**src/rtl/regfile_pkg.sv**
```systemverilog
// Shared constants and FSM state type for the multi-port register file.
// Optional write-to-read forwarding is selected by REGFILE_BYPASS_EN.
package regfile_pkg;

  localparam int DEFAULT_DATA_W = 32;
  localparam int DEFAULT_ADDR_W = 5;
  localparam int DEFAULT_NUM_RD = 2;

  typedef enum logic {
    CLEAR = 1'b0,
    READY = 1'b1
  } state_t;

endpackage

```
**src/rtl/regfile_read_port.sv**
```systemverilog
// One combinational read lane: enable gating, hard-wired zero register and,
// when REGFILE_BYPASS_EN is defined, forwarding of same-cycle write data.
module regfile_read_port #(
  parameter int DATA_W = 32,
  parameter int ADDR_W = 5
) (
  input  logic              i_en,
  input  logic              i_force_zero,
  input  logic [ADDR_W-1:0] i_addr,
  input  logic [DATA_W-1:0] i_mem_data,
`ifdef REGFILE_BYPASS_EN
  input  logic              i_byp0_en,
  input  logic [ADDR_W-1:0] i_byp0_addr,
  input  logic [DATA_W-1:0] i_byp0_data,
  input  logic              i_byp1_en,
  input  logic [ADDR_W-1:0] i_byp1_addr,
  input  logic [DATA_W-1:0] i_byp1_data,
`endif
  output logic [DATA_W-1:0] o_data
);

  always_comb begin
    o_data = '0;
    if (i_en && !i_force_zero && (i_addr != '0)) begin
`ifdef REGFILE_BYPASS_EN
      // Port 1 has write priority, so it also has forwarding priority.
      if (i_byp1_en && (i_byp1_addr == i_addr)) begin
        o_data = i_byp1_data;
      end else if (i_byp0_en && (i_byp0_addr == i_addr)) begin
        o_data = i_byp0_data;
      end else begin
        o_data = i_mem_data;
      end
`else
      o_data = i_mem_data;
`endif
    end
  end

endmodule

```
**src/rtl/regfile_multiport.sv**
```systemverilog
// Two-write, NUM_RD-read register file with a post-reset clear sequence.
// Define REGFILE_BYPASS_EN to forward same-cycle write data to read lanes.
module regfile_multiport
  import regfile_pkg::*;
#(
  parameter int DATA_W = DEFAULT_DATA_W,
  parameter int ADDR_W = DEFAULT_ADDR_W,
  parameter int NUM_RD = DEFAULT_NUM_RD
) (
  input  logic                     clk,
  input  logic                     rst,
  input  logic                     we0,
  input  logic                     we1,
  input  logic [ADDR_W-1:0]        waddr0,
  input  logic [ADDR_W-1:0]        waddr1,
  input  logic [DATA_W-1:0]        wdata0,
  input  logic [DATA_W-1:0]        wdata1,
  input  logic [NUM_RD-1:0]        rd_en,
  input  logic [NUM_RD*ADDR_W-1:0] rd_addr,
  output logic [NUM_RD*DATA_W-1:0] rd_data,
  output logic                     busy,
  output state_t                   o_dbg_state
);

  localparam int DEPTH = 2 ** ADDR_W;
  localparam logic [ADDR_W-1:0] LAST_ADDR = '1;

  state_t            r_state;
  state_t            w_state_nxt;
  logic [ADDR_W-1:0] r_clr_cnt;
  logic              r_busy;
  logic              w_busy_nxt;
  logic              w_clr_we;
  logic              w_wen0;
  logic              w_wen1;
  logic              w_rd_zero;
  logic [DATA_W-1:0] r_mem [DEPTH];

  // State register, clear counter and registered busy flag.
  always_ff @(posedge clk) begin
    if (rst) begin
      r_state   <= CLEAR;
      r_clr_cnt <= '0;
      r_busy    <= 1'b1;
    end else begin
      r_state <= w_state_nxt;
      r_busy  <= w_busy_nxt;
      if (r_state == CLEAR) begin
        r_clr_cnt <= r_clr_cnt + 1'b1;
      end
    end
  end

  always_comb begin
    w_state_nxt = r_state;
    case (r_state)
      CLEAR: if (r_clr_cnt == LAST_ADDR) w_state_nxt = READY;
      READY: w_state_nxt = READY;
    endcase
  end

  // Write qualification; address 0 is never a legal write target.
  always_comb begin
    w_busy_nxt = (w_state_nxt == CLEAR);
    w_clr_we   = !rst && (r_state == CLEAR);
    w_wen0     = !rst && (r_state == READY) && we0 && (waddr0 != '0);
    w_wen1     = !rst && (r_state == READY) && we1 && (waddr1 != '0);
    w_rd_zero  = rst || (r_state == CLEAR);
  end

  // Port 1 is written last so it wins a same-address collision.
  always_ff @(posedge clk) begin
    if (w_clr_we) begin
      r_mem[r_clr_cnt] <= '0;
    end else begin
      if (w_wen0) r_mem[waddr0] <= wdata0;
      if (w_wen1) r_mem[waddr1] <= wdata1;
    end
  end

  for (genvar i = 0; i < NUM_RD; i++) begin : g_lane
    logic [ADDR_W-1:0] w_addr;
    assign w_addr = rd_addr[i*ADDR_W +: ADDR_W];

    regfile_read_port #(
      .DATA_W(DATA_W),
      .ADDR_W(ADDR_W)
    ) u_read_port (
      .i_en        (rd_en[i]),
      .i_force_zero(w_rd_zero),
      .i_addr      (w_addr),
      .i_mem_data  (r_mem[w_addr]),
`ifdef REGFILE_BYPASS_EN
      .i_byp0_en   (w_wen0),
      .i_byp0_addr (waddr0),
      .i_byp0_data (wdata0),
      .i_byp1_en   (w_wen1),
      .i_byp1_addr (waddr1),
      .i_byp1_data (wdata1),
`endif
      .o_data      (rd_data[i*DATA_W +: DATA_W])
    );
  end

  assign busy        = r_busy;
  assign o_dbg_state = r_state;

endmodule

```
**config.mk**
```make
export PLATFORM = sky130hd
export DESIGN_NAME = regfile_multiport
export DESIGN_NICKNAME = d
export VERILOG_FILES = /design/src/rtl/regfile_pkg.sv /design/src/rtl/regfile_read_port.sv /design/src/rtl/regfile_multiport.sv
export SDC_FILE = /design/constraint.sdc
export NUM_CORES = 2
export LEC_CHECK = 0
export CAP_MARGIN = 20
export CORE_ASPECT_RATIO = 1.1
export CORE_MARGIN = 5
export CORE_UTILIZATION = 60
export DETAILED_ROUTE_END_ITERATION = 16
export GPL_TIMING_DRIVEN = 0
export MAX_ROUTING_LAYER = met4
export PLACE_DENSITY = 0.9
export SLEW_MARGIN = 20
export SYNTH_ARGS = -nofsm -noshare
export SYNTH_HDL_FRONTEND = slang
export SYNTH_SLANG_ARGS = --single-unit
```
**constraint.sdc**
```tcl
create_clock -name clk -period 5.7 [get_ports clk]
set_clock_uncertainty 0.15 [all_clocks]
set_input_delay 1.425 -clock clk [delete_from_list [all_inputs] [get_ports clk]]
set_output_delay 1.425 -clock clk [all_outputs]
set_load 0.02 [all_outputs]
```
==> flow_summary_export.csv <==
group,metric,value,unit
clock_network,cts.root.buffer_cell,"sky130_fd_sc_hd__clkbuf_16",
route,dr_total_vias,48300,
timing,tightest_slew,1.31,ns
critical_path,worst_setup_path_end_kind,"primary output",
power_and_ir_drop,irDropWorstVdd,0.278,mV
clock_network,clock_transition_at_the_registers_of_the_reported_paths,0.06,ns
timing,slew_violations,0,
critical_path,max_stage_delay,0.45,ns
synth,synthDominantCellAreaShare,49.6,%
synth,seq_area_frac_synth,49.8,%
critical_path,cpMaxStageDelayCell,"sky130_fd_sc_hd__buf_4",
timing,finalWorstPathRequiredPeriod,5.88,ns
grt,grt_most_used_layer,"met2",
clock_network,clock_tree_from_tritoncts,"built",
grt,use_met3,21.1,%
die,initial_utilization,60.5,%
critical_path,crit_path_max_fanout,10,
finish,final.fill_count,6821,
finish,mostFrequentLayoutCell,"sky130_fd_sc_hd__mux2_2",
finish,layout.nets,4692,
route,dr_pass1_iterations,9,
timing,worst_slew_margin_rel,12.6,%
clock_network,clock_sinks,1031,
synth,count_of_synthesis_stage_warnings_from_yosys,0,
finish,layout_cell_share_with_drive_strength_beyond_1,43.9,%
finish,area_overhead_vs_synth,16.6,%
critical_path,critical_path_depth,9,
finish,final_cell_mix,"sky130_fd_sc_hd__mux2_2 (1,044), sky130_fd_sc_hd__edfxtp_1 (1,024), sky130_fd_sc_hd__mux2i_1 (510)",
synth,ys_ff_latch,1031,
synth,synthTopCellsByArea,"sky130_fd_sc_hd__edfxtp_1 (50%), sky130_fd_sc_hd__mux2_2 (19%), sky130_fd_sc_hd__mux4_2 (9.9%), sky130_fd_sc_hd__mux2i_1 (8.3%), sky130_fd_sc_hd__a22oi_1 (2.4%)",
synth,syn_area,62000,sq um
route,vias_per_cell,7.93,
route,first_iter_violations,9562,
clock_network,cts_buffers,107,
synth,synth_enable_flop_cells,1024,
place,placed_cells_incl_taps,5868,
timing,rsz0062_at_grt,"yes",
place,dp_hpwl,195000,um
power_and_ir_drop,pwr_density_cell,237,nW/um^2
grt,grt_first_pass_wirelength,368000,um
clock_network,clock_latency,0.75,ns
die,floorplan.die_area,110000,sq um
synth,syn_avg_cell_area,14.5,sq um
critical_path,crit_start,"rd_addr[1]",
timing,minimum_setup_slack_in_the_final_design,-0.182,ns
critical_path,crit_type,"in -> out",
synth,ys_dominant_reg_cell,"sky130_fd_sc_hd__edfxtp_1",
die,die-width,317,um
finish,layoutNonFillerInstCount,6093,
critical_path,critical_path.startpoint_type,"input pin",
synth,syn-instance-count,4263,
job,timing.max_cap.violations,0,
clock_network,cts_h_tree_depth,3,
grt,first_global_vias,47500,
synth,async_flop_share,0,%
timing,count_of_final_setup_violators,32,
grt,antenna_found_initial,12,
synth,syn-num-nets,4355,
grt,met1_usage,55.2,%
place,routabilityCongestion,1.06,
route,detailed_route_wire_length_per_cell,44.7,um
critical_path,cpMostUsedCell,"sky130_fd_sc_hd__buf_4",
synth,synth_largest_area_cell,"sky130_fd_sc_hd__edfxtp_1",
critical_path,cpLargestDelayFamily,"buffers and inverters",
grt,maximum_number_of_pins_on_one_net_before_global_route_repair,19,
grt,gr-usage-all-layers,50.0,%
place,io_buffer_count,147,
die,core-area,102000,sq um
critical_path,endpoint,"rd_data[19]",
timing,hold_viol,0,
timing,max_freq,170,MHz
worst_hold_path,worstHoldPathType,"reg -> reg",
timing,fin_setup_tns,-2.28,ns
route,drc_errors,0,
critical_path,regToRegStartpoint,"o_dbg_state",
critical_path,ff2ff_setup_slack,1.68,ns
power_and_ir_drop,power.static_leakage,25.3,nW
die,floorplan.io_pins,156,
route,number_of_nets_still_failing_antenna_checks_after_routing,0,
synth,synth_cell_type_count,64,
critical_path,reg2regPathDepth,8,
run_status,failed_checks,"setup timing",
timing,timing.final.crit_share,103,%
route,route.final.wire_length,273000,um
critical_path,critPathArrivalTime,4.31,ns
clock_network,cts-root-to-sink-buffers,3,
die,die-height,347,um
critical_path,timing.rr.end,"r_mem[28][9]",
grt,gr-usage-met2,66.8,%
critical_path,critical_path.n_buffers_inverters,5,
critical_path,cp.required,4.12,ns
critical_path,critical_path.cell_chain,"buf_4, nor2b_1, buf_4, clkbuf_4, buf_2, a22oi_1, nand3_1, a32oi_4, dlygate4sd2_1",
grt,grt_overflow_total,0,
die,std_cell_rows,123,
run_status,outcome,"finished with violations",
-- layout make-up --
class | instances | area (sq um) | share of cell area (%)
clock inverters | 65 | 581 | 0.803
well taps | 1375 | 1720 | 2.38
multi-input cells | 2703 | 30300 | 41.8
diodes | 26 | 65.1 | 0.0900
repair buffers | 234 | 2840 | 3.93
clock buffers | 136 | 2870 | 3.97
inverters | 4 | 15.0 | 0.0208
flip-flops and latches | 1031 | 30900 | 42.7
plain buffers | 519 | 3070 | 4.25
-- power by group --
part / internal [mW] / switching [mW] / total [mW]
clock network: 3.97 / 3.25 / 7.22
registers: 8.27 / 0.0290 / 8.29
logic: 0.519 / 1.13 / 1.65
-- worst register-to-register path, stage by stage, from the launching register on --
cell and delay, ns:
sky130_fd_sc_hd__dfxtp_1 0.33, sky130_fd_sc_hd__buf_2 0.26, sky130_fd_sc_hd__nand3b_4 0.17, sky130_fd_sc_hd__a21oi_4 0.69
sky130_fd_sc_hd__buf_2 0.39, sky130_fd_sc_hd__a21oi_2 0.32, sky130_fd_sc_hd__o32ai_4 0.87, sky130_fd_sc_hd__buf_8 0.27
sky130_fd_sc_hd__buf_6 0.24
-- logic make-up after synthesis --
| group | after synthesis | synth area share (%) |
|---|---|---|
| flops | 1031 | 49.8 |
| mux | 1852 | 37.6 |
| compound gates | 416 | 4.86 |
| buf+inv | 529 | 4.01 |
| simple gates | 430 | 3.68 |
| xor+xnor | 3 | 0.0424 |
| fa+ha+maj | 2 | 0.0404 |
-- worst min-delay path by stage --
stage	slack, ns	cells past startpoint	startpoint	end
after floorplan	0.41	2	r_clr_cnt[1]	r_clr_cnt[1]
after global placement	0.44	3	r_clr_cnt[4]	r_clr_cnt[4]
after detailed placement	0.47	2	r_clr_cnt[0]	r_clr_cnt[0]
after CTS	0.48	2	r_clr_cnt[0]	r_clr_cnt[0]
after global routing	0.49	2	r_clr_cnt[0]	r_clr_cnt[0]
final	0.48	2	r_clr_cnt[0]	r_clr_cnt[0]
-- per-stage QoR --
stage | util [%] | setup slack [ns] | hold WS [ns] | cell area (sq um) | power, mW
finish | 70.6 | -0.182 | 0.475 | 72300 | 17.2
global placement | 63.6 | -4.58 | 0.438 | 65200 | 9.82
CTS | 70.2 | -0.112 | 0.476 | 71900 | 16.8
detailed placement | 65.4 | -1.91 | 0.466 | 67100 | 9.88
global route | 70.5 | -0.0106 | 0.494 | 72300 | 17.3
floorplan | - | 0.329 | 0.406 | 62000 | 9.19
-- metal layers --
layer  vias up  part of all wire, %
met1     23400                   29
met5         -                    0
met2      5458                   40
met4         0                   14
met3      1751                   17
li1      17700                    -
-- cell usage after synthesis, drive strengths merged, types with 5 or more instances --
master  count
o31a        7
nand3     107
o32ai       9
or2        11
o21ai       9
o31ai      12
clkbuf    292
a221oi      9
dfxtp       7
a31oi      57
and2       37
nor2b      14
edfxtp   1024
nand2b     64
nor3        9
buf       233
and3       13
mux2     1065
a21oi      52
nor2       37
mux4      273
a22oi     197
o221ai      8
mux2i     514
nand3b      5
nand2     117
a32oi      46
-- state kept, by name (all words and copies together), names as in the netlist --
register and count:
o_dbg_state 1, busy 1, r_clr_cnt 5, r_mem 1024
-- timing repair --
| action | 4_1_cts | 5_1_grt |
|---|---|---|
| cloned | 0 | 0 |
| resized for setup | 402 | 98 |
| pin swaps | 7 | 8 |
| setup endpoints to repair | 64 | 42 |
| buffers inserted | 3 | 0 |
| hold buffers | 0 | 0 |
Note: power is estimated with default switching activity, not from simulation.
